File: src/rtl/led7seg_scan.sv
`default_nettype none
// ============================================================================
// Module      : led7seg_scan
// Description : Time-multiplexed 4-digit scan driver for one 7-segment
//               decoder. It holds a 16-bit value as four hex nibbles and
//               presents one nibble per slot on d. It drives active-low
//               anode selects on sa, with a blanking guard at the start of
//               every slot. Loads go into a shadow register and reach the
//               display only at a frame boundary, so a frame never mixes
//               old and new digits.
// Revision    : 1.0 - initial release
// ----------------------------------------------------------------------------
// Parameters  : DIV        - clock cycles per digit slot (>= BLANK_CYC+2)
//               BLANK_CYC  - all-anodes-off cycles at slot start (>= 1)
// Ports       : clk        - clock, rising edge
//               rst        - asynchronous active-high reset
//               ld         - load strobe, sampled every clk edge
//               din[15:0]  - value to display, din[3:0] = rightmost digit
//               d[3:0]     - nibble for the current slot (decoder input)
//               sa[3:0]    - anode selects, active-low, at most one low
//               pend       - a loaded value waits for the next frame boundary
// Build macro : LED7SEG_LZB_EN - when defined, leading-zero blanking is
//               enabled: slot k>0 stays dark while disp[15:4k] is zero.
// ============================================================================
module led7seg_scan #(
    parameter int DIV       = 12500,
    parameter int BLANK_CYC = 16
) (
    input  logic        clk,
    input  logic        rst,
    input  logic        ld,
    input  logic [15:0] din,
    output logic [3:0]  d,
    output logic [3:0]  sa,
    output logic        pend
);

    localparam int            c_cnt_w   = (DIV > 1) ? $clog2(DIV) : 1;
    localparam logic [c_cnt_w-1:0] c_cnt_max = c_cnt_w'(DIV - 1);
    localparam logic [c_cnt_w-1:0] c_blank   = c_cnt_w'(BLANK_CYC);

    // Scan state and data registers
    logic [c_cnt_w-1:0] r_cnt;
    logic [1:0]         r_k;
    logic [15:0]        r_disp;
    logic [15:0]        r_shd;

    // Next-state values for the scan position and display data
    logic [c_cnt_w-1:0] w_cnt_nxt;
    logic [1:0]         w_k_nxt;
    logic [15:0]        w_disp_nxt;
    logic               w_slot_end;
    logic               w_frame_end;

    // Next values for the registered outputs
    logic [3:0]         w_d_nxt;
    logic [3:0]         w_sa_lit;
    logic [3:0]         w_sa_nxt;
    logic               w_lz_blank;

    // ------------------------------------------------------------------
    // Scan position: the prescaler wraps every DIV cycles, and each wrap
    // advances the slot index. The last cycle of slot 3 is the frame
    // boundary.
    // ------------------------------------------------------------------
    always_comb begin
        w_slot_end  = (r_cnt == c_cnt_max);
        w_frame_end = w_slot_end && (r_k == 2'd3);
        w_cnt_nxt   = w_slot_end ? '0 : r_cnt + 1'b1;
        w_k_nxt     = w_slot_end ? r_k + 2'd1 : r_k;
    end

    // ------------------------------------------------------------------
    // Display data: the shadow value moves over only on the boundary edge.
    // Because w_disp_nxt feeds the d/sa lookahead below, the first slot of
    // the new frame already shows the new value.
    // ------------------------------------------------------------------
    always_comb begin
        w_disp_nxt = (w_frame_end && pend) ? r_shd : r_disp;
    end

    // ------------------------------------------------------------------
    // Output lookahead: d and sa are registered, so they are computed from
    // the position the scan moves to on this edge. d is reloaded only when
    // a slot is entered. That is always a blanked cycle, so the nibble
    // never changes while a digit is lit.
    // ------------------------------------------------------------------
    always_comb begin
        w_d_nxt = d;
        if (w_slot_end) begin
            w_d_nxt = w_disp_nxt[{w_k_nxt, 2'b00} +: 4];
        end
    end

    always_comb begin
        w_sa_lit = 4'b1111;
        case (w_k_nxt)
            2'd0:    w_sa_lit = 4'b1110;
            2'd1:    w_sa_lit = 4'b1101;
            2'd2:    w_sa_lit = 4'b1011;
            default: w_sa_lit = 4'b0111;
        endcase
    end

`ifdef LED7SEG_LZB_EN
    // A digit is a leading zero when it and every digit to its left are
    // zero. Digit 0 is never blanked, so a value of 0 shows a single "0".
    always_comb begin
        w_lz_blank = 1'b0;
        case (w_k_nxt)
            2'd1:    w_lz_blank = (w_disp_nxt[15:4]  == 12'h000);
            2'd2:    w_lz_blank = (w_disp_nxt[15:8]  == 8'h00);
            2'd3:    w_lz_blank = (w_disp_nxt[15:12] == 4'h0);
            default: w_lz_blank = 1'b0;
        endcase
    end
`else
    always_comb begin
        w_lz_blank = 1'b0;
    end
`endif

    always_comb begin
        w_sa_nxt = w_sa_lit;
        if ((w_cnt_nxt < c_blank) || w_lz_blank) begin
            w_sa_nxt = 4'b1111;
        end
    end

    // ------------------------------------------------------------------
    // State and output registers
    // ------------------------------------------------------------------
    always_ff @(posedge clk or posedge rst) begin
        if (rst) begin
            r_cnt  <= '0;
            r_k    <= 2'd0;
            r_disp <= 16'h0000;
            r_shd  <= 16'h0000;
            pend   <= 1'b0;
            d      <= 4'h0;
            sa     <= 4'b1111;
        end else begin
            r_cnt  <= w_cnt_nxt;
            r_k    <= w_k_nxt;
            r_disp <= w_disp_nxt;
            d      <= w_d_nxt;
            sa     <= w_sa_nxt;

            // A load always wins the shadow register and keeps pend set.
            // On a boundary it coincides with, the older shadow value has
            // already gone to the display through w_disp_nxt.
            if (ld) begin
                r_shd <= din;
                pend  <= 1'b1;
            end else if (w_frame_end) begin
                pend  <= 1'b0;
            end
        end
    end

endmodule
`default_nettype wire

File: config.mk
export PLATFORM = sky130hd
export DESIGN_NAME = led7seg_scan
export DESIGN_NICKNAME = d
export VERILOG_FILES = /design/src/rtl/led7seg_scan.sv
export SDC_FILE = /design/constraint.sdc
export NUM_CORES = 1
export LEC_CHECK = 0
export ABC_AREA = 0
export CAP_MARGIN = 0
export CORE_ASPECT_RATIO = 1.1
export CORE_UTILIZATION = 45
export CTS_CLUSTER_DIAMETER = 200
export DETAILED_ROUTE_END_ITERATION = 7
export HOLD_SLACK_MARGIN = 0.03
export MAX_ROUTING_LAYER = met4
export PLACE_DENSITY = 0.75
export SLEW_MARGIN = 5
export SYNTH_ARGS = -nofsm -noshare
export SYNTH_HDL_FRONTEND = slang
export SYNTH_SLANG_ARGS = --single-unit
File: constraint.sdc
create_clock -name clk -period 5.4 [get_ports clk]
set_input_delay 0.54 -clock clk [delete_from_list [all_inputs] [get_ports clk]]
set_output_delay 0.54 -clock clk [all_outputs]
set_load 0.01 [all_outputs]
==> results of run 1 <==
registers in the layout, indices dropped and copies added (netlist names):
| register | flops |
|---|---|
| r_cnt | 14 |
| r_shd | 16 |
| sa | 4 |
| pend | 1 |
| r_k | 2 |
| r_disp | 16 |
| d | 4 |
metrics by stage:
step	cell area, um^2	setup WS [ns]
after floorplan	2600	3.43
after global placement	2910	2.93
after detailed placement	2910	2.88
after CTS	3140	2.90
after global routing	3140	2.66
final	3140	2.89
worst paths after layout:
kind,cells past startpoint,slack [ns],start,endpoint
max reg2reg,6,2.89,r_cnt[0],d[2]
min in group asynchronous,3,0.71,rst,r_cnt[3]
max,6,2.89,r_cnt[0],d[2]
max in group asynchronous,3,4.21,rst,r_cnt[12]
min,1,0.45,r_cnt[0],r_cnt[0]
min reg2reg,1,0.45,r_cnt[0],r_cnt[0]
worst register-to-register path: stages (launching register included):
cell	delay, ns
dfrtp_1	0.36
ha_1	0.23
and4bb_2	0.31
and4_1	0.67
mux2i_1	0.51
a22oi_1	0.16
a31oi_1	0.19
layout make-up:
cell class                 count  area (um^2)  share of cell area (%)
sequential                    57         1430                    45.6
multi-input combinational    129         1090                    34.8
timing repair buffer          28          278                    8.84
clock buffer                  11          151                    4.82
tap                           75         93.8                    2.99
clock inverter                 5         77.6                    2.47
inverter                       4         15.0                   0.478
metal layers:
metal	part of all wire [%]	vias to the layer above	global-route usage, %
li1	-	792	-
met1	44	833	22.9
met2	50	31	28.1
met3	3.4	10	5.52
met5	0	-	-
met4	2.3	0	9.62
power by group through the flow:
stage,sequential (mW),combinational (mW),clock [mW]
final,0.445,0.0372,0.449
after global routing,0.447,0.0416,0.480
after CTS,0.445,0.0385,0.462
after detailed placement,0.453,0.0383,0
after global placement,0.452,0.0369,0
after floorplan,0.451,0.0208,0
logic make-up (layout without fill, tap and decap cells):
logic type	Yosys count	after routing	share of synthesized area, %
adders and majority gates	2	2	0.961
DFF	57	57	55.0
buffers and inverters	15	48	2.93
xor gates and xnor gates	12	12	4.04
AOI/OAI and AO/OA	28	28	8.80
and+or+nand+nor	50	50	12.4
muxes	37	37	15.9
synthesized netlist by cell type (all sizes together), types with 2 or more instances:
library cell	instances	share of area [%]
nand2	6	0.87
ha	2	0.96
clkbuf	3	0.43
mux2	35	15
and3	2	0.48
mux2i	2	0.77
nand4	5	2.0
nand3	6	1.2
nand2b	2	0.48
nor2	11	1.6
and2	6	1.4
and4	4	1.4
dfrtp	53	51
a311oi	2	0.67
inv	4	0.58
a22oi	8	2.3
xor2	4	1.3
nor3	2	0.82
xnor2	8	2.7
nor2b	3	0.72
a31oi	4	0.96
o41ai	4	1.3
and4bb	2	1.1
dfstp	4	4.0
buf	8	1.9
layout by cell type (no fill, tap or decap), types with 5 or more instances in the layout:
cell type / Yosys / layout
nand3_1: 6 / 6
nor2_1: 11 / 11
clkbuf_8: 0 / 11
mux2_2: 35 / 35
xnor2_1: 8 / 8
a22oi_1: 8 / 8
and2_1: 5 / 5
clkdlybuf4s50_1: 0 / 27
nand2_1: 6 / 6
dfrtp_1: 53 / 53
==> results.py, run 1 <==
metrics = {
    "drt": {
        "dr.pass1.iters": 4,
        "dr.first_iter.drc_count": 94,
        "ant_nets": 0,
        "drc": 0,
        "wl_um": 4780,
        "num_vias": 1666,
        "vias_per_cell": 5.39,
        "wl_per_cell_um": 15.5,
    },
    "critical_path": {
        "startpoint_type": "register",
        "slowest_stage": "and4_1",
        "endpoint_kind": "register",
        "worstPathRequired_ns": 5.66,
        "critical_path_buf_inv_count": 0,
        "path_cells": "ha_1 -> and4bb_2 -> and4_1 -> mux2i_1 -> a22oi_1 -> a31oi_1",
        "critical-path-max-stage-delay_ns": 0.67,
        "critPathArrivalTime_ns": 2.77,
        "criticalPathCategory": "reg -> reg",
        "path_max_fanout": 19,
        "crit_family": "simple AND/OR/NAND/NOR gates",
    },
    "pwr": {
        "p_sw_mw": 0.186,
        "p_per_area_nw_per_um2": 296,
        "p_sw_share_pct": 20.0,
        "peakVddDrop_mv": 0.262,
        "p_leak_nw": 1.33,
        "clkPwrFrac_pct": 48.2,
        "p_total_mw": 0.931,
        "cellInternalPower_mw": 0.745,
        "p_seq_share_pct": 47.8,
        "share_comb_of_total_power_pct": 4.0,
    },
    "sta": {
        "timing.hold.ws_ns": 0.449,
        "fmax_mhz": 398,
        "setup_viol": 0,
        "setup_tns_ns": 0,
        "hold_violations": 0,
        "worst_pin_slew_ns": 0.775,
        "slew_viol_final": 0,
        "max-slew-margin-rel_pct": 48.2,
        "skew_ns": 0.00711,
        "rsz0062_at_grt": "false",
        "min_period_over_period_pct": 46.5,
        "period_minus_slack_ns": 2.51,
    },
    "cts": {
        "cts_resized": 0,
        "clock-sinks": 57,
        "insertion_delay_ns": 0.33,
        "hold_buffers": 0,
        "h-tree-depth": 3,
        "cts_tree": "yes",
        "root_buffer": "clkbuf_8",
        "cts.clk_slew.worst_paths_ns": 0.07,
        "cts_setup_buffers": 0,
        "cts_buffers": 9,
        "clock_path_buffers": 2,
    },
    "logic_synthesis": {
        "yosysSeqAreaShare_pct": 55.0,
        "synth-seq-cells": 57,
        "synth.avg_cell_area_um2": 12.9,
        "synth.distinct_cells": 44,
        "synth_edf_count": 0,
        "ys.flop_type": "dfrtp_1",
        "syn_area_um2": 2600,
        "ys_warn_count": 0,
        "syn-instance-count": 201,
        "async_reset_ff_share_pct": 100,
        "synth_nets": 222,
    },
    "die": {
        "die_area_um2": 6090,
        "die_y_um": 81.8,
        "row_count": 28,
        "initial_core_util_pct": 47.6,
        "core_area_um2": 5470,
        "dieWidth_um": 74.5,
        "pin_count": 28,
    },
    "place": {
        "dp_cells": 293,
        "numPortBuffers": 27,
        "dpl.hpwl_um": 3340,
        "place_congestion": 0.779,
    },
    "grt": {
        "grt_pass1_vias": 1660,
        "grt_max_degree": 58,
        "grt_pass1_wl_um": 7890,
        "overflow": 0,
        "grt_usage_pct": 18.7,
        "antenna_found_initial": 0,
    },
    "finish": {
        "layout-drive-gt1-share_pct": 27.8,
        "area_delta_synth_final_pct": 20.7,
        "instances_no_fill": 309,
        "fin_nets": 250,
        "fillers": 481,
        "diodes": 0,
        "final_util_pct": 57.5,
    },
    "min_path": {
        "hold_path_class": "reg -> reg",
    },
    "run_status": {
        "outcome": "completed",
    },
    "flow_run": {
        "max-cap-violations": 0,
    },
}
(Power assumes the default switching activity.)
==> run 2, diff against run 1 <==
==> constraint.sdc (replaced) <==
create_clock -name clk -period 2.6 [get_ports clk]
set_input_delay 0.26 -clock clk [delete_from_list [all_inputs] [get_ports clk]]
set_output_delay 0.26 -clock clk [all_outputs]
set_load 0.01 [all_outputs]
==> results.py, run 2 (synthesis gave the netlist of run 1 again) <==
metrics = {
    "drt": {
        "drc": 0,
        "dr.pass1.iters": 4,
        "ant_nets": 0,
        "vias_per_cell": 5.37,
        "wl_um": 4700,
        "dr.first_iter.drc_count": 109,
        "wl_per_cell_um": 15.2,
        "num_vias": 1660,
    },
    "finish": {
        "final_util_pct": 57.9,
        "instances_no_fill": 309,
        "diodes": 0,
        "layout-drive-gt1-share_pct": 27.4,
        "top_regs": "r_disp x16, r_shd x16, r_cnt x14",
        "fin_nets": 251,
        "area_delta_synth_final_pct": 21.5,
        "final_common_cell": "dfrtp_1",
        "mostFrequentLayoutCells": "53 x dfrtp_1, 35 x mux2_2, 27 x clkdlybuf4s50_1",
    },
    "grt": {
        "grtUsageMet3_pct": 5.64,
        "busiest_layer": "met2",
        "overflow": 0,
        "grt_usage_pct": 18.2,
        "grt_pass1_wl_um": 7840,
        "grt_use_met2_pct": 27.8,
        "antenna_found_initial": 0,
        "grt_pass1_vias": 1679,
        "grt_use_met1_pct": 22.4,
        "grt_max_degree": 57,
    },
    "die": {
        "dieWidth_um": 74.5,
        "initial_core_util_pct": 47.6,
        "pin_count": 28,
        "die_y_um": 81.8,
        "die_area_um2": 6090,
        "core_area_um2": 5470,
        "row_count": 28,
    },
    "pwr": {
        "p_sw_share_pct": 19.3,
        "p_per_area_nw_per_um2": 617,
        "share_comb_of_total_power_pct": 4.0,
        "cellInternalPower_mw": 1.57,
        "p_leak_nw": 1.34,
        "peakVddDrop_mv": 0.395,
        "clkPwrFrac_pct": 48.6,
        "p_seq_share_pct": 47.4,
        "p_total_mw": 1.95,
        "p_sw_mw": 0.376,
    },
    "place": {
        "place_congestion": 0.818,
        "dp_cells": 294,
        "numPortBuffers": 27,
        "place_ws_ns": 0.308,
        "dpl.hpwl_um": 3210,
    },
    "cts": {
        "insertion_delay_ns": 0.33,
        "clock_path_buffers": 2,
        "cts.clk_slew.worst_paths_ns": 0.07,
        "hold_buffers": 0,
        "cts_setup_buffers": 0,
        "cts_tree": "yes",
        "cts_resized": 0,
        "root_buffer": "clkbuf_8",
        "h-tree-depth": 3,
        "cts_buffers": 9,
        "clock-sinks": 57,
    },
    "sta": {
        "hold_violations": 0,
        "max-slew-margin-rel_pct": 48.2,
        "fin_ws_ns": 0.306,
        "period_minus_slack_ns": 2.29,
        "fmax_mhz": 436,
        "skew_ns": 0.00882,
        "rsz0062_at_grt": "false",
        "setup_viol": 0,
        "min_period_over_period_pct": 88.2,
        "setup_tns_ns": 0,
        "slew_viol_final": 0,
        "worst_pin_slew_ns": 0.774,
    },
    "critical_path": {
        "startpoint_type": "register",
        "endpoint_kind": "register",
        "critPathArrivalTime_ns": 2.54,
        "worstPathRequired_ns": 2.85,
        "path_max_fanout": 11,
        "criticalPathCategory": "reg -> reg",
    },
    "min_path": {
        "hold_path_class": "in -> async",
    },
    "flow_run": {
        "max-cap-violations": 0,
    },
    "run_status": {
        "outcome": "completed",
    },
}
## run 2: changes by cell type in the layout (fill, tap and decap cells not counted)
cell	delta
buf_12	+1
clkbuf_1	+1
clkbuf_8	+1
clkinv_2	-2
clkinvlp_4	-1
## run 2: critical path, cell delays in order, from the launching register on
cell and delay, ns:
dfrtp_1 0.36, ha_1 0.22, and4bb_2 0.31, and4_1 0.49, mux2i_1 0.47, a22oi_1 0.16
a31oi_1 0.21
## run 2: metrics by stage
stage               hold slack [ns]  cell area (um^2)
floorplan                     0.412              2600
global placement              0.434              2930
detailed placement            0.438              2930
CTS                          0.0893              3160
global route                 0.0890              3160
finish                       0.0913              3160
## run 2: power by group through the flow
stage	sequential (mW)	combinational, mW	clock, mW
after floorplan	0.936	0.0432	0
after global placement	0.940	0.0796	0
after detailed placement	0.941	0.0814	0
after CTS	0.925	0.0815	0.965
after global routing	0.927	0.0885	1.00
final	0.924	0.0789	0.947
## run 2: metal layers
layer	vias to the layer above	wire length, um	part of all wire (%)
li1	791	-	-
met1	815	2030	43
met2	44	2350	50
met3	10	222	4.7
met4	0	97	2.1
met5	-	0	0
## run 2: path summary, 6_finish.rpt
path / start / endpoint / slack (ns) / cells after the start
setup / recovery: r_cnt[0] / d[3] / 0.31 / 6
hold / removal: rst / r_cnt[3] / 0.09 / 2
setup reg to reg: r_cnt[0] / d[3] / 0.31 / 6
hold reg to reg: r_cnt[0] / r_cnt[0] / 0.45 / 1
max in group asynchronous: rst / sa[2] / 1.98 / 3
min in group clk: r_cnt[0] / r_cnt[0] / 0.45 / 1
## run 2: layout make-up
cell class | instances | area (um^2)
fillers | 472 | 2300
flip-flops and latches | 57 | 1430
multi-input cells | 129 | 1090
repair buffers | 29 | 298
clock buffers | 13 | 169
well taps | 75 | 93.8
clock inverters | 2 | 60.1
inverters | 4 | 15.0
